===== src/rtl/ntt_pkg.sv =====
// Shared types and helpers for the NTT schedule controller.
// W is the shared 32-bit width used by helpers and the cycle counter.
package ntt_pkg;

  localparam int W = 32;

  typedef enum logic [1:0] {
    IDLE,
    RUN,
    DRAIN,
    DONE
  } ctrl_state_t;

  // Open a zero bit at position s, shifting bits >= s up by one.
  function automatic logic [W-1:0] insert_zero_bit(
    input logic [W-1:0] c,
    input logic [W-1:0] s
  );
    logic [W-1:0] lo;
    lo = c & ((W'(1) << s) - W'(1));
    return ((c >> s) << (s + W'(1))) | lo;
  endfunction

endpackage


===== src/rtl/ntt_addr_delay.sv =====
// Reset-cleared shift register carrying {valid, addr_a, addr_b}.
// Aligns write-back addresses with the read + butterfly latency.
module ntt_addr_delay #(
  parameter int DEPTH = 2,
  parameter int AW    = 8
) (
  input  logic          clk,
  input  logic          reset,
  input  logic          valid_i,
  input  logic [AW-1:0] a_i,
  input  logic [AW-1:0] b_i,
  output logic          valid_o,
  output logic [AW-1:0] a_o,
  output logic [AW-1:0] b_o
);

  logic [DEPTH-1:0] v_q;
  logic [AW-1:0]    a_q [DEPTH];
  logic [AW-1:0]    b_q [DEPTH];

  always_ff @(posedge clk or posedge reset) begin
    if (reset) begin
      v_q <= '0;
      for (int i = 0; i < DEPTH; i++) begin
        a_q[i] <= '0;
        b_q[i] <= '0;
      end
    end else begin
      v_q[0] <= valid_i;
      a_q[0] <= a_i;
      b_q[0] <= b_i;
      for (int i = 1; i < DEPTH; i++) begin
        v_q[i] <= v_q[i-1];
        a_q[i] <= a_q[i-1];
        b_q[i] <= b_q[i-1];
      end
    end
  end

  assign valid_o = v_q[DEPTH-1];
  assign a_o     = a_q[DEPTH-1];
  assign b_o     = b_q[DEPTH-1];

endmodule


===== src/rtl/ntt_stage_ctrl.sv =====
// In-place radix-2 NTT/iNTT schedule controller with drained stages.
// Optional busy-cycle counter behind NTT_STAGE_CTRL_PERF_EN.
module ntt_stage_ctrl
  import ntt_pkg::*;
#(
  parameter  int N      = 256,
  parameter  int RD_LAT = 1,
  parameter  int BF_LAT = 1,
  localparam int LOGN   = $clog2(N),
  localparam int SW     = $clog2(LOGN) + 1
) (
  input  logic            clk,
  input  logic            reset,
  input  logic            start,
  input  logic            mode_in,
  output logic            busy,
  output logic            done,
  output logic            iNTT_mode,
  output logic            rd_en,
  output logic [LOGN-1:0] rd_addr_a,
  output logic [LOGN-1:0] rd_addr_b,
  output logic [LOGN-2:0] tw_idx,
  output logic            wr_en,
  output logic [LOGN-1:0] wr_addr_a,
  output logic [LOGN-1:0] wr_addr_b,
`ifdef NTT_STAGE_CTRL_PERF_EN
  output logic [W-1:0]    cycles,
`endif
  output logic [SW-1:0]   stage
);

  localparam int DL = RD_LAT + BF_LAT;
  localparam int DW = (DL > 1) ? $clog2(DL) : 1;
  localparam int CW = LOGN - 1;

  ctrl_state_t   state_q;
  logic [CW-1:0] c_q;
  logic [SW-1:0] s_q;
  logic [DW-1:0] d_q;
  logic          mode_q;

  always_ff @(posedge clk or posedge reset) begin
    if (reset) begin
      state_q <= IDLE;
      c_q     <= '0;
      s_q     <= '0;
      d_q     <= '0;
      mode_q  <= 1'b0;
    end else begin
      case (state_q)
        IDLE: begin
          if (start) begin
            state_q <= RUN;
            mode_q  <= mode_in;
            c_q     <= '0;
            s_q     <= '0;
          end
        end
        RUN: begin
          if (c_q == '1) begin
            state_q <= DRAIN;
            d_q     <= '0;
          end else begin
            c_q <= c_q + CW'(1);
          end
        end
        DRAIN: begin
          if (d_q == DW'(DL - 1)) begin
            if (s_q == SW'(LOGN - 1)) begin
              state_q <= DONE;
            end else begin
              state_q <= RUN;
              s_q     <= s_q + SW'(1);
              c_q     <= '0;
            end
          end else begin
            d_q <= d_q + DW'(1);
          end
        end
        DONE: state_q <= IDLE;
        default: state_q <= IDLE;
      endcase
    end
  end

  assign busy      = (state_q == RUN) || (state_q == DRAIN);
  assign done      = (state_q == DONE);
  assign rd_en     = (state_q == RUN);
  assign iNTT_mode = mode_q;
  assign stage     = s_q;

  logic [LOGN-1:0] addr_a;
  logic [LOGN-1:0] addr_b;
  logic [CW-1:0]   k;
  logic [CW-1:0]   tw;

  always_comb begin
    addr_a = LOGN'(insert_zero_bit(W'(c_q), W'(s_q)));
    addr_b = addr_a | (LOGN'(1) << s_q);
    k      = c_q & ((CW'(1) << s_q) - CW'(1));
    tw     = k << (SW'(CW) - s_q);
  end

  // Addresses are forced to zero when idle so the delay line and
  // the write port see clean zeros outside of RUN.
  assign rd_addr_a = rd_en ? addr_a : '0;
  assign rd_addr_b = rd_en ? addr_b : '0;
  assign tw_idx    = rd_en ? tw : '0;

  ntt_addr_delay #(
    .DEPTH (DL),
    .AW    (LOGN)
  ) u_delay (
    .clk     (clk),
    .reset   (reset),
    .valid_i (rd_en),
    .a_i     (rd_addr_a),
    .b_i     (rd_addr_b),
    .valid_o (wr_en),
    .a_o     (wr_addr_a),
    .b_o     (wr_addr_b)
  );

`ifdef NTT_STAGE_CTRL_PERF_EN
  logic [W-1:0] cyc_q;

  always_ff @(posedge clk or posedge reset) begin
    if (reset) begin
      cyc_q <= '0;
    end else if (state_q == IDLE && start) begin
      cyc_q <= '0;
    end else if (busy) begin
      cyc_q <= cyc_q + W'(1);
    end
  end

  assign cycles = cyc_q;
`endif

endmodule


===== config.mk =====
export PLATFORM = sky130hd
export DESIGN_NAME = ntt_stage_ctrl
export DESIGN_NICKNAME = d
export VERILOG_FILES = /design/src/rtl/ntt_pkg.sv /design/src/rtl/ntt_addr_delay.sv /design/src/rtl/ntt_stage_ctrl.sv
export SDC_FILE = /design/constraint.sdc
export NUM_CORES = 1
export LEC_CHECK = 0
export BUFFER_PORTS_ARGS = -buffer_cell sky130_fd_sc_hd__clkbuf_2
export CAP_MARGIN = 25
export CORE_MARGIN = 2
export CORE_UTILIZATION = 35
export DETAILED_ROUTE_END_ITERATION = 8
export GPL_ROUTABILITY_DRIVEN = 0
export PLACE_DENSITY_LB_ADDON = 0.2
export SLEW_MARGIN = 10
export SYNTH_ARGS = -nofsm -noshare
export SYNTH_HDL_FRONTEND = slang
export SYNTH_SLANG_ARGS = --single-unit

===== constraint.sdc =====
create_clock -name clk -period 4.6 [get_ports clk]
set_input_delay 0.92 -clock clk [delete_from_list [all_inputs] [get_ports clk]]
set_output_delay 0.92 -clock clk [all_outputs]
set_load 0.03 [all_outputs]

==> results.py, run 1 <==
metrics = {
    "logic_synthesis": {
        "synth.top_cells.by_count": "dfrtp_1, nand2_1, nor2_1",
        "ys_seq_area_share_pct": 40.4,
        "synth_top_flop_cell": "dfrtp_1",
        "synth_area_um2": 3040,
        "synth_edf_count": 0,
        "syn-num-nets": 351,
        "ys_ff_latch": 49,
        "synthTopCellsByArea": "dfrtp_1, buf_4, ha_1",
        "syn_avg_cell_area_um2": 9.06,
        "ys_types": 62,
        "synthCells": 335,
        "synth_warnings": 0,
        "synth_top_area_cell": "dfrtp_1",
        "synth_top_area_share_pct": 40.4,
        "synth_most_common_cell": "dfrtp_1",
        "async_reset_ff_share_pct": 100,
    },
    "power": {
        "power_frac_seq_pct": 31.7,
        "clkPwrFrac_pct": 19.9,
        "p_sw_share_pct": 45.3,
        "ir_drop_v": 0.000266,
        "intPower_w": 0.00101,
        "p_total_w": 0.00185,
        "p_per_area_nw_per_um2": 545,
        "pwr-share-comb_pct": 48.4,
        "cellLeakagePower_nw": 1.60,
        "power.net_switching_w": 0.000837,
    },
    "setup_path": {
        "reg2reg_slack_ps": 1770,
        "ff2ff_path_depth": 10,
        "cp_max_fo": 10,
        "crit_type": "reg2out",
        "critPathArrivalTime_ps": 3200,
        "r2r-start": "stage[1]$_DFFE_PP0P_",
        "r2r-end": "u_delay.b_q[14]$_DFF_PP0_",
        "crit_required_ps": 3680,
        "critPathCaptureType": "output port",
        "crit_path_start_kind": "flip-flop",
    },
    "sta": {
        "grt_setup_unrepaired": "no",
        "hold_viol_final": 0,
        "post-route-period-util_pct": 89.5,
        "fin_crit_ps": 4120,
        "finalMaxSlewViolations": 0,
        "fmax_ghz": 0.243,
        "setup_tns_ps": 0,
        "setup-violations-final": 0,
        "skew_ps": 12.3,
        "worst_pin_slew_ps": 811,
        "slew_headroom_pct": 45.5,
        "fin_ws_ps": 482,
    },
    "drt": {
        "wl_mm": 7.80,
        "first_pass_iters": 4,
        "final_antenna_net_count": 0,
        "drt_iter0_drc": 263,
        "via_per_inst": 5.46,
        "wire_per_inst_um": 16.7,
        "vias": 2555,
        "drcViolationCount": 0,
    },
    "global_routing": {
        "grt_pass1_wl_mm": 12.7,
        "grt_pass1_vias": 2464,
        "grt_antenna_before_repair": 0,
        "grt_max_degree": 34,
        "grt.total_usage_pct": 16.5,
        "grt-ovfl-total": 0,
    },
    "job": {
        "cap_violations": 0,
    },
    "clock_tree": {
        "clk_pin_slew_ps": 90,
        "cts_buffer_depth": 2,
        "postCtsSetupBuffers": 0,
        "hold_buffers": 0,
        "post_cts_resized": 0,
        "cts_tree": "done",
        "cts.sinks": 49,
        "numCtsBuffers": 5,
        "clockRootBuffer": "clkbuf_8",
        "cts_max_level": 2,
        "insertion_delay_ps": 310,
    },
    "layout": {
        "multi_input_area_um2": 1510,
        "design_area_um2": 3390,
        "diodes": 0,
        "drive_gt1_share_pct": 24.0,
        "area_growth_pct": 11.7,
        "fin_nets": 378,
        "ff_latch_area_um2": 1230,
        "fillers": 838,
    },
    "worst_hold_path": {
        "whs_endpoint": "u_delay.a_o[5]$_DFF_PP0_",
        "hold_class": "reg2reg",
        "min_from": "u_delay.a_q[13]$_DFF_PP0_",
        "hold_depth": 0,
    },
    "place": {
        "io_buffers": 51,
        "place_ws_ps": 832,
        "dpl_cell_area_um2": 3260,
        "dp_hpwl_mm": 5.62,
    },
    "floorplanning": {
        "pin_count": 52,
        "std_cell_rows": 33,
        "die_w_um": 97.1,
        "core_region_area_um2": 8300,
        "die_area_um2": 9430,
        "fp.dieH_um": 97.1,
        "start_util_pct": 36.6,
    },
    "status": {
        "status": "complete, no violations",
    },
}
worst max-delay path: stages, from the launching register on:
cell      delay, ps
dfrtp_1         360
clkinv_1        250
ha_1            380
nand2_1         160
ha_1            280
or4b_1          450
a221oi_1        260
nor3_1          140
and3_1          210
a21oi_1         120
nand2_1          90
clkbuf_2        190
layout by cell type, fill, tap and decap left out, types with 2 or more instances in the layout:
| master | n |
|---|---|
| nand4bb_1 | 2 |
| nor2b_1 | 3 |
| dfrtp_1 | 49 |
| nand4b_1 | 2 |
| a211oi_1 | 4 |
| ha_1 | 12 |
| nand2b_1 | 4 |
| nand3_1 | 16 |
| nor3_1 | 9 |
| and2_1 | 2 |
| buf_4 | 8 |
| a21oi_1 | 15 |
| and3_1 | 5 |
| inv_2 | 2 |
| nor2_1 | 24 |
| a31oi_1 | 8 |
| o22ai_1 | 4 |
| bufinv_16 | 2 |
| clkbuf_2 | 51 |
| clkbuf_8 | 5 |
| or3b_1 | 2 |
| o311ai_0 | 2 |
| inv_1 | 10 |
| clkinv_1 | 2 |
| o2bb2ai_1 | 2 |
| nand3b_1 | 4 |
| or3_1 | 4 |
| o21ai_0 | 20 |
| mux2i_1 | 4 |
| nand3_2 | 2 |
| nand2_1 | 32 |
| a21o_1 | 4 |
| mux2_2 | 8 |
| a32oi_1 | 5 |
| a211o_1 | 2 |
| o31ai_1 | 3 |
| o211ai_1 | 2 |
| xor2_1 | 2 |
state kept, by name (all words and copies together) (netlist names):
register,flops
stage,4
u_delay.a_q,8
state_q,2
c_q,7
u_delay.v_q,2
u_delay.a_o,8
d_q,1
iNTT_mode,1
u_delay.b_q,8
u_delay.b_o,8
worst max path at each step:
stage / endpoint / slack [ps] / startpoint
global route: rd_addr_b[6] / 270 / stage[1]$_DFFE_PP0P_
CTS: rd_addr_b[6] / 480 / stage[1]$_DFFE_PP0P_
floorplan: tw_idx[1] / 310 / stage[0]$_DFFE_PP0P_
finish: rd_addr_b[6] / 480 / stage[1]$_DFFE_PP0P_
global placement: tw_idx[5] / 890 / stage[0]$_DFFE_PP0P_
detailed placement: rd_addr_b[6] / 830 / stage[1]$_DFFE_PP0P_
final cells by class:
type / count / area share [%]
flip-flops and latches: 49 / 36.1
multi-input cells: 232 / 44.6
repair buffers: 60 / 9.89
inverters: 14 / 1.55
clock buffers: 5 / 2.03
well taps: 105 / 3.87
clock inverters: 3 / 1.92
per-stage QoR:
stage	instances	hold WS, ps	util [%]
after detailed placement	460	335	39.3
after global placement	459	332	39.0
after CTS	468	357	40.9
after global routing	468	359	40.9
after floorplan	335	331	-
final	468	354	40.9
power by group through the flow:
stage	sequential [W]	clock, W	combinational, W
after CTS	0.000586	0.000379	0.000897
after floorplan	0.000600	0	0.000694
after detailed placement	0.000596	0	0.000893
after global routing	0.000596	0.000393	0.000977
after global placement	0.000591	0	0.000894
final	0.000585	0.000368	0.000895
cell families after synthesis:
group / count (synthesis) / share of synthesized area [%]
buffers and inverters: 54 / 9.77
flip-flops: 49 / 40.4
AO/OA/AOI/OAI: 85 / 18.8
adder cells (fa/ha/maj): 12 / 4.95
multiplexers: 12 / 4.29
AND/OR/NAND/NOR: 120 / 21.0
XOR/XNOR: 3 / 0.866
metal layers:
metal	global-route usage (%)	routed length, um
met5	0	0
met4	5.42	131
met1	22.5	3510
met2	27.0	3820
met3	2.52	336
Power figures use the tool's default switching activity.
==> inputs of run 2 (changes only) <==
--- a/config.mk
+++ b/config.mk
@@ -15,4 +15,5 @@
 export SLEW_MARGIN = 10
 export SYNTH_ARGS = -nofsm -noshare
 export SYNTH_HDL_FRONTEND = slang
+export SYNTH_HIERARCHICAL = 1
 export SYNTH_SLANG_ARGS = --single-unit
==> results.py, run 2 <==
metrics = {
    "sta": {
        "slew_headroom_pct": 60.5,
        "fmax_ghz": 0.231,
        "grt_setup_unrepaired": "no",
        "skew_ps": 3.45,
        "worst_pin_slew_ps": 592,
        "post-route-period-util_pct": 94.0,
        "whs_ps": 353,
        "setup_tns_ps": 0,
        "setup-violations-final": 0,
        "hold_viol_final": 0,
        "finalMaxSlewViolations": 0,
        "fin_crit_ps": 4330,
    },
    "power": {
        "power_frac_seq_pct": 28.5,
        "cellLeakagePower_nw": 1.62,
        "pwr-share-comb_pct": 59.4,
        "ir_drop_v": 0.000410,
        "power.net_switching_w": 0.00105,
        "intPower_w": 0.00104,
        "p_sw_share_pct": 50.3,
        "clkPwrFrac_pct": 12.1,
        "p_per_area_nw_per_um2": 594,
    },
    "layout": {
        "final_common_cell": "clkbuf_2",
        "diodes": 0,
        "area_growth_pct": 9.07,
        "drive_gt1_share_pct": 23.9,
        "fin_nets": 395,
        "final_cells": 491,
        "final_cell_mix": "clkbuf_2, dfrtp_1, nand2_1",
    },
    "place": {
        "placed_cells": 482,
        "dp_hpwl_mm": 6.12,
        "io_buffers": 51,
    },
    "status": {
        "status": "complete, no violations",
    },
    "logic_synthesis": {
        "ys_types": 70,
        "synth_top_area_share_pct": 38.0,
        "synth_warnings": 6,
        "synth_edf_count": 0,
        "syn-num-nets": 370,
        "synthTopCellsByArea": "dfrtp_1, buf_4, ha_1",
        "ys_ff_latch": 49,
        "synth_top_flop_cell": "dfrtp_1",
        "async_reset_ff_share_pct": 100,
        "syn_avg_cell_area_um2": 9.12,
        "synth_top_area_cell": "dfrtp_1",
        "synthCells": 354,
        "ys_seq_area_share_pct": 38.0,
        "synth_area_um2": 3230,
        "synth.top_cells.by_count": "dfrtp_1, nand2_1, buf_4",
        "synth_most_common_cell": "dfrtp_1",
    },
    "drt": {
        "drcViolationCount": 0,
        "wl_mm": 8.38,
        "via_per_inst": 5.67,
        "vias": 2784,
        "first_pass_iters": 5,
        "drt_iter0_drc": 323,
        "final_antenna_net_count": 0,
        "wire_per_inst_um": 17.1,
    },
    "clock_tree": {
        "cts_max_level": 2,
        "cts_buffer_depth": 2,
        "numCtsBuffers": 5,
        "post_cts_resized": 0,
        "clockRootBuffer": "clkbuf_8",
        "cts.sinks": 49,
        "postCtsSetupBuffers": 0,
        "cts_tree": "done",
        "clk_pin_slew_ps": 90,
        "insertion_delay_ps": 300,
        "hold_buffers": 0,
    },
    "setup_path": {
        "critPathCaptureType": "output port",
        "crit_type": "reg2out",
        "crit_path_start_kind": "flip-flop",
        "crit_required_ps": 3680,
        "cp_max_fo": 10,
        "critPathArrivalTime_ps": 3410,
        "reg2reg_slack_ps": 1730,
    },
    "floorplanning": {
        "die_area_um2": 10000,
        "core_region_area_um2": 9110,
        "die_w_um": 100,
        "std_cell_rows": 35,
        "fp.dieH_um": 100,
        "start_util_pct": 35.5,
        "pin_count": 52,
    },
    "global_routing": {
        "grt_pass1_vias": 2695,
        "grt_pass1_wl_mm": 14.0,
        "grt_max_degree": 34,
        "grt.total_usage_pct": 17.5,
        "grt_antenna_before_repair": 0,
        "grt-ovfl-total": 0,
    },
    "worst_hold_path": {
        "hold_class": "reg2reg",
    },
    "job": {
        "cap_violations": 0,
    },
}
[run 2: cell types whose count changed in the layout (fill, tap and decap cells not counted), sizes merged, moves of 3 or more]
cell,previous run,this run
and4,0,3
buf,9,12
o21bai,0,4
nand2b,4,11
a32oi,5,2
nand3,18,10
inv,12,18
a211oi,4,0
a22oi,1,4
and3,6,3
nand4,0,5
o221ai,1,4
nor2,25,19
nor2b,3,7
[run 2: stage by stage]
stage          total power [W]  worst slack [ps]  cell area (um2)  utilization [%]
2_1_floorplan          0.00159               157             3230                -
6_report               0.00209               274             3520             38.7
4_1_cts                0.00209               303             3520             38.6
3_3_place_gp           0.00183               701             3430             37.6
5_1_grt                0.00226              83.4             3520             38.7
3_5_place_dp           0.00183               645             3430             37.6
[run 2: kinds of logic (layout without fill, tap and decap cells)]
logic type | after synthesis | after routing | synth area share, %
and+or+nand+nor | 117 | 117 | 19.5
buffers and inverters | 63 | 89 | 10.8
muxes | 14 | 14 | 4.80
DFF | 49 | 49 | 38.0
xor gates and xnor gates | 1 | 1 | 0.271
adders and majority gates | 12 | 12 | 4.65
AOI/OAI and AO/OA | 98 | 98 | 22.1
[run 2: worst max-delay path, stage by stage, from the launching register on]
cell and delay, ps:
dfrtp_1 380, inv_1 50, buf_4 140, ha_1 360
or3b_2 540, ha_1 310, nand2b_1 110, mux2_2 340
o21ai_1 210, nand2_1 130, o221ai_1 290, clkbuf_2 260
[run 2: power by group through the flow]
| stage | Clock (W) | Sequential [W] | Combinational, W |
|---|---|---|---|
| after floorplan | 0 | 0.000625 | 0.000965 |
| after global placement | 0 | 0.000602 | 0.00122 |
| after detailed placement | 0 | 0.000606 | 0.00123 |
| after CTS | 0.000268 | 0.000597 | 0.00123 |
| after global routing | 0.000283 | 0.000613 | 0.00136 |
| final | 0.000253 | 0.000596 | 0.00124 |
[run 2: routing by layer]
metal / GRT usage, % / part of all wire (%)
met1: 24.9 / 46
met2: 26.6 / 46
met3: 3.62 / 6.6
met4: 5.58 / 1.7
met5: 0 / 0
[run 2: worst paths after layout]
check / start / endpoint / cells past startpoint
min in group asynchronous: reset / u_delay/v_q[0]$_DFF_PP0_ / 2
hold / removal: u_delay/b_q[14]$_DFF_PP0_ / u_delay/b_o[6]$_DFF_PP0_ / 0
setup reg to reg: stage[1]$_DFFE_PP0P_ / u_delay/b_q[12]$_DFF_PP0_ / 10
hold reg to reg: u_delay/b_q[14]$_DFF_PP0_ / u_delay/b_o[6]$_DFF_PP0_ / 0
max in group asynchronous: reset / iNTT_mode$_DFFE_PP0P_ / 2
setup / recovery: stage[1]$_DFFE_PP0P_ / tw_idx[4] / 11
[run 2: cell type report]
cell class                 instances  area, um2
inverter                          18       67.6
sequential                        49       1230
timing repair buffer              63        343
tap                              111        139
clock inverter                     3       22.5
multi-input combinational        242       1660
clock buffer                       5       68.8
fill                             947       5590
==> inputs of run 3 (changes only) <==
--- a/config.mk
+++ b/config.mk
@@ -5,10 +5,11 @@
 export SDC_FILE = /design/constraint.sdc
 export NUM_CORES = 1
 export LEC_CHECK = 0
+export ABC_CLOCK_PERIOD_IN_PS = 4600
 export BUFFER_PORTS_ARGS = -buffer_cell sky130_fd_sc_hd__clkbuf_2
 export CAP_MARGIN = 25
 export CORE_MARGIN = 2
-export CORE_UTILIZATION = 35
+export CORE_UTILIZATION = 47
 export DETAILED_ROUTE_END_ITERATION = 8
 export GPL_ROUTABILITY_DRIVEN = 0
 export PLACE_DENSITY_LB_ADDON = 0.2
==> results.py, run 3 (same netlist as run 2, synthesis figures left out) <==
metrics = {
    "clock_tree": {
        "cts.sinks": 49,
        "hold_buffers": 0,
        "insertion_delay_ps": 300,
        "post_cts_resized": 0,
        "clk_pin_slew_ps": 90,
        "clockRootBuffer": "clkbuf_8",
        "numCtsBuffers": 5,
        "postCtsSetupBuffers": 0,
        "cts_tree": "done",
        "cts_max_level": 2,
        "cts_buffer_depth": 2,
    },
    "global_routing": {
        "grt.total_usage_pct": 21.7,
        "grt_pass1_wl_mm": 13.0,
        "use_met1_pct": 29.9,
        "grt_max_degree": 35,
        "top_usage_layer": "met2",
        "grt_antenna_before_repair": 0,
        "grtUsageMet2_pct": 34.6,
        "grt-ovfl-total": 0,
        "grt_pass1_vias": 2604,
        "grt.met3_usage_pct": 3.70,
    },
    "place": {
        "dp_hpwl_mm": 5.71,
        "dpl_cell_area_um2": 3380,
        "io_buffers": 51,
        "place_ws_ps": 647,
    },
    "power": {
        "pwr-share-comb_pct": 59.0,
        "p_total_w": 0.00209,
        "p_per_area_nw_per_um2": 602,
        "p_sw_share_pct": 50.4,
        "clkPwrFrac_pct": 12.3,
        "power_frac_seq_pct": 28.6,
        "cellLeakagePower_nw": 1.61,
        "ir_drop_v": 0.000452,
        "intPower_w": 0.00104,
        "power.net_switching_w": 0.00105,
    },
    "sta": {
        "fin_ws_ps": 237,
        "hold_viol_final": 0,
        "whs_ps": 353,
        "setup-violations-final": 0,
        "post-route-period-util_pct": 94.8,
        "skew_ps": 5.70,
        "finalMaxSlewViolations": 0,
        "grt_setup_unrepaired": "no",
        "fin_crit_ps": 4360,
        "worst_pin_slew_ps": 600,
        "setup_tns_ps": 0,
        "slew_headroom_pct": 59.9,
        "fmax_ghz": 0.229,
    },
    "floorplanning": {
        "fp.dieH_um": 86.9,
        "pin_count": 52,
        "start_util_pct": 48.1,
        "die_w_um": 86.9,
        "die_area_um2": 7550,
        "core_region_area_um2": 6720,
        "std_cell_rows": 30,
    },
    "worst_hold_path": {
        "hold_class": "reg2reg",
        "hold_depth": 0,
    },
    "setup_path": {
        "critPathCaptureType": "output port",
        "critPathArrivalTime_ps": 3440,
        "ff2ff_path_depth": 9,
        "crit_required_ps": 3680,
        "crit_path_start_kind": "flip-flop",
        "cp_num_cells": 10,
        "crit_type": "reg2out",
        "cp_common_cell": "ha_1",
        "crit_path_cell_trace": "inv_1, ha_1, or3b_2, ha_1, nand2b_1, mux2_2, o21ai_1, nand2_1, o221ai_1, clkbuf_2",
        "cp_max_fo": 10,
        "slowest_delay_ps": 530,
        "path_delay_family": "simple AND/OR/NAND/NOR gates",
        "critPathSlowestCell": "or3b_2",
        "critPathBufInv": 2,
    },
    "layout": {
        "design_area_um2": 3470,
        "drive_gt1_share_pct": 23.3,
        "final_common_cell": "clkbuf_2",
        "final_cell_mix": "clkbuf_2, dfrtp_1, nand2_1",
        "fillers": 636,
        "diodes": 0,
        "fin_nets": 393,
        "area_growth_pct": 7.32,
    },
    "drt": {
        "wire_per_inst_um": 17.8,
        "via_per_inst": 6.23,
        "final_antenna_net_count": 0,
        "first_pass_iters": 6,
        "drt_iter0_drc": 346,
        "wl_mm": 8.16,
        "drcViolationCount": 0,
        "vias": 2854,
    },
    "status": {
        "status": "complete, no violations",
    },
    "job": {
        "cap_violations": 0,
    },
}
[run 3: cell count changes in the layout (fill, tap and decap cells not counted), sizes merged]
cell	previous run	this run
clkinv	3	1
buf	12	10
inv	18	19
clkbuf	56	57
[run 3: power groups by stage]
stage                     Combinational (W)  Sequential (W)  Clock [W]
after global placement              0.00120        0.000600          0
after floorplan                    0.000965        0.000625          0
after global routing                0.00134        0.000609   0.000285
after CTS                           0.00122        0.000597   0.000267
after detailed placement            0.00121        0.000606          0
final                               0.00123        0.000597   0.000258
[run 3: worst paths after layout]
check | slack [ps] | endpoint | from
min in group asynchronous | 660 | state_q[1]$_DFFE_PP0P_ | reset
setup reg to reg | 1680 | u_delay/a_q[12]$_DFF_PP0_ | stage[1]$_DFFE_PP0P_
max in group asynchronous | 3550 | c_q[4]$_DFFE_PP0P_ | reset
hold / removal | 350 | u_delay/a_o[4]$_DFF_PP0_ | u_delay/a_q[12]$_DFF_PP0_
setup / recovery | 240 | tw_idx[4] | stage[1]$_DFFE_PP0P_
hold reg to reg | 350 | u_delay/a_o[4]$_DFF_PP0_ | u_delay/a_q[12]$_DFF_PP0_
[run 3: per-stage QoR]
stage	util [%]	cells
global placement	50.3	450
floorplan	-	354
detailed placement	50.3	450
finish	51.6	458
global route	51.6	458
CTS	51.6	458
[run 3: final cells by class]
type / count / area, um2 / share of cell area [%]
multi-input cells: 242 / 1660 / 47.8
flip-flops and latches: 49 / 1230 / 35.4
repair buffers: 61 / 330 / 9.53
well taps: 80 / 100 / 2.89
clock buffers: 6 / 72.6 / 2.09
inverters: 18 / 67.6 / 1.95
clock inverters: 2 / 13.8 / 0.397
[run 3: metal layers]
layer	part of all wire, %	wire [um]
met3	8.2	668
met1	44	3560
met2	45	3660
met5	0	0
met4	3.3	272
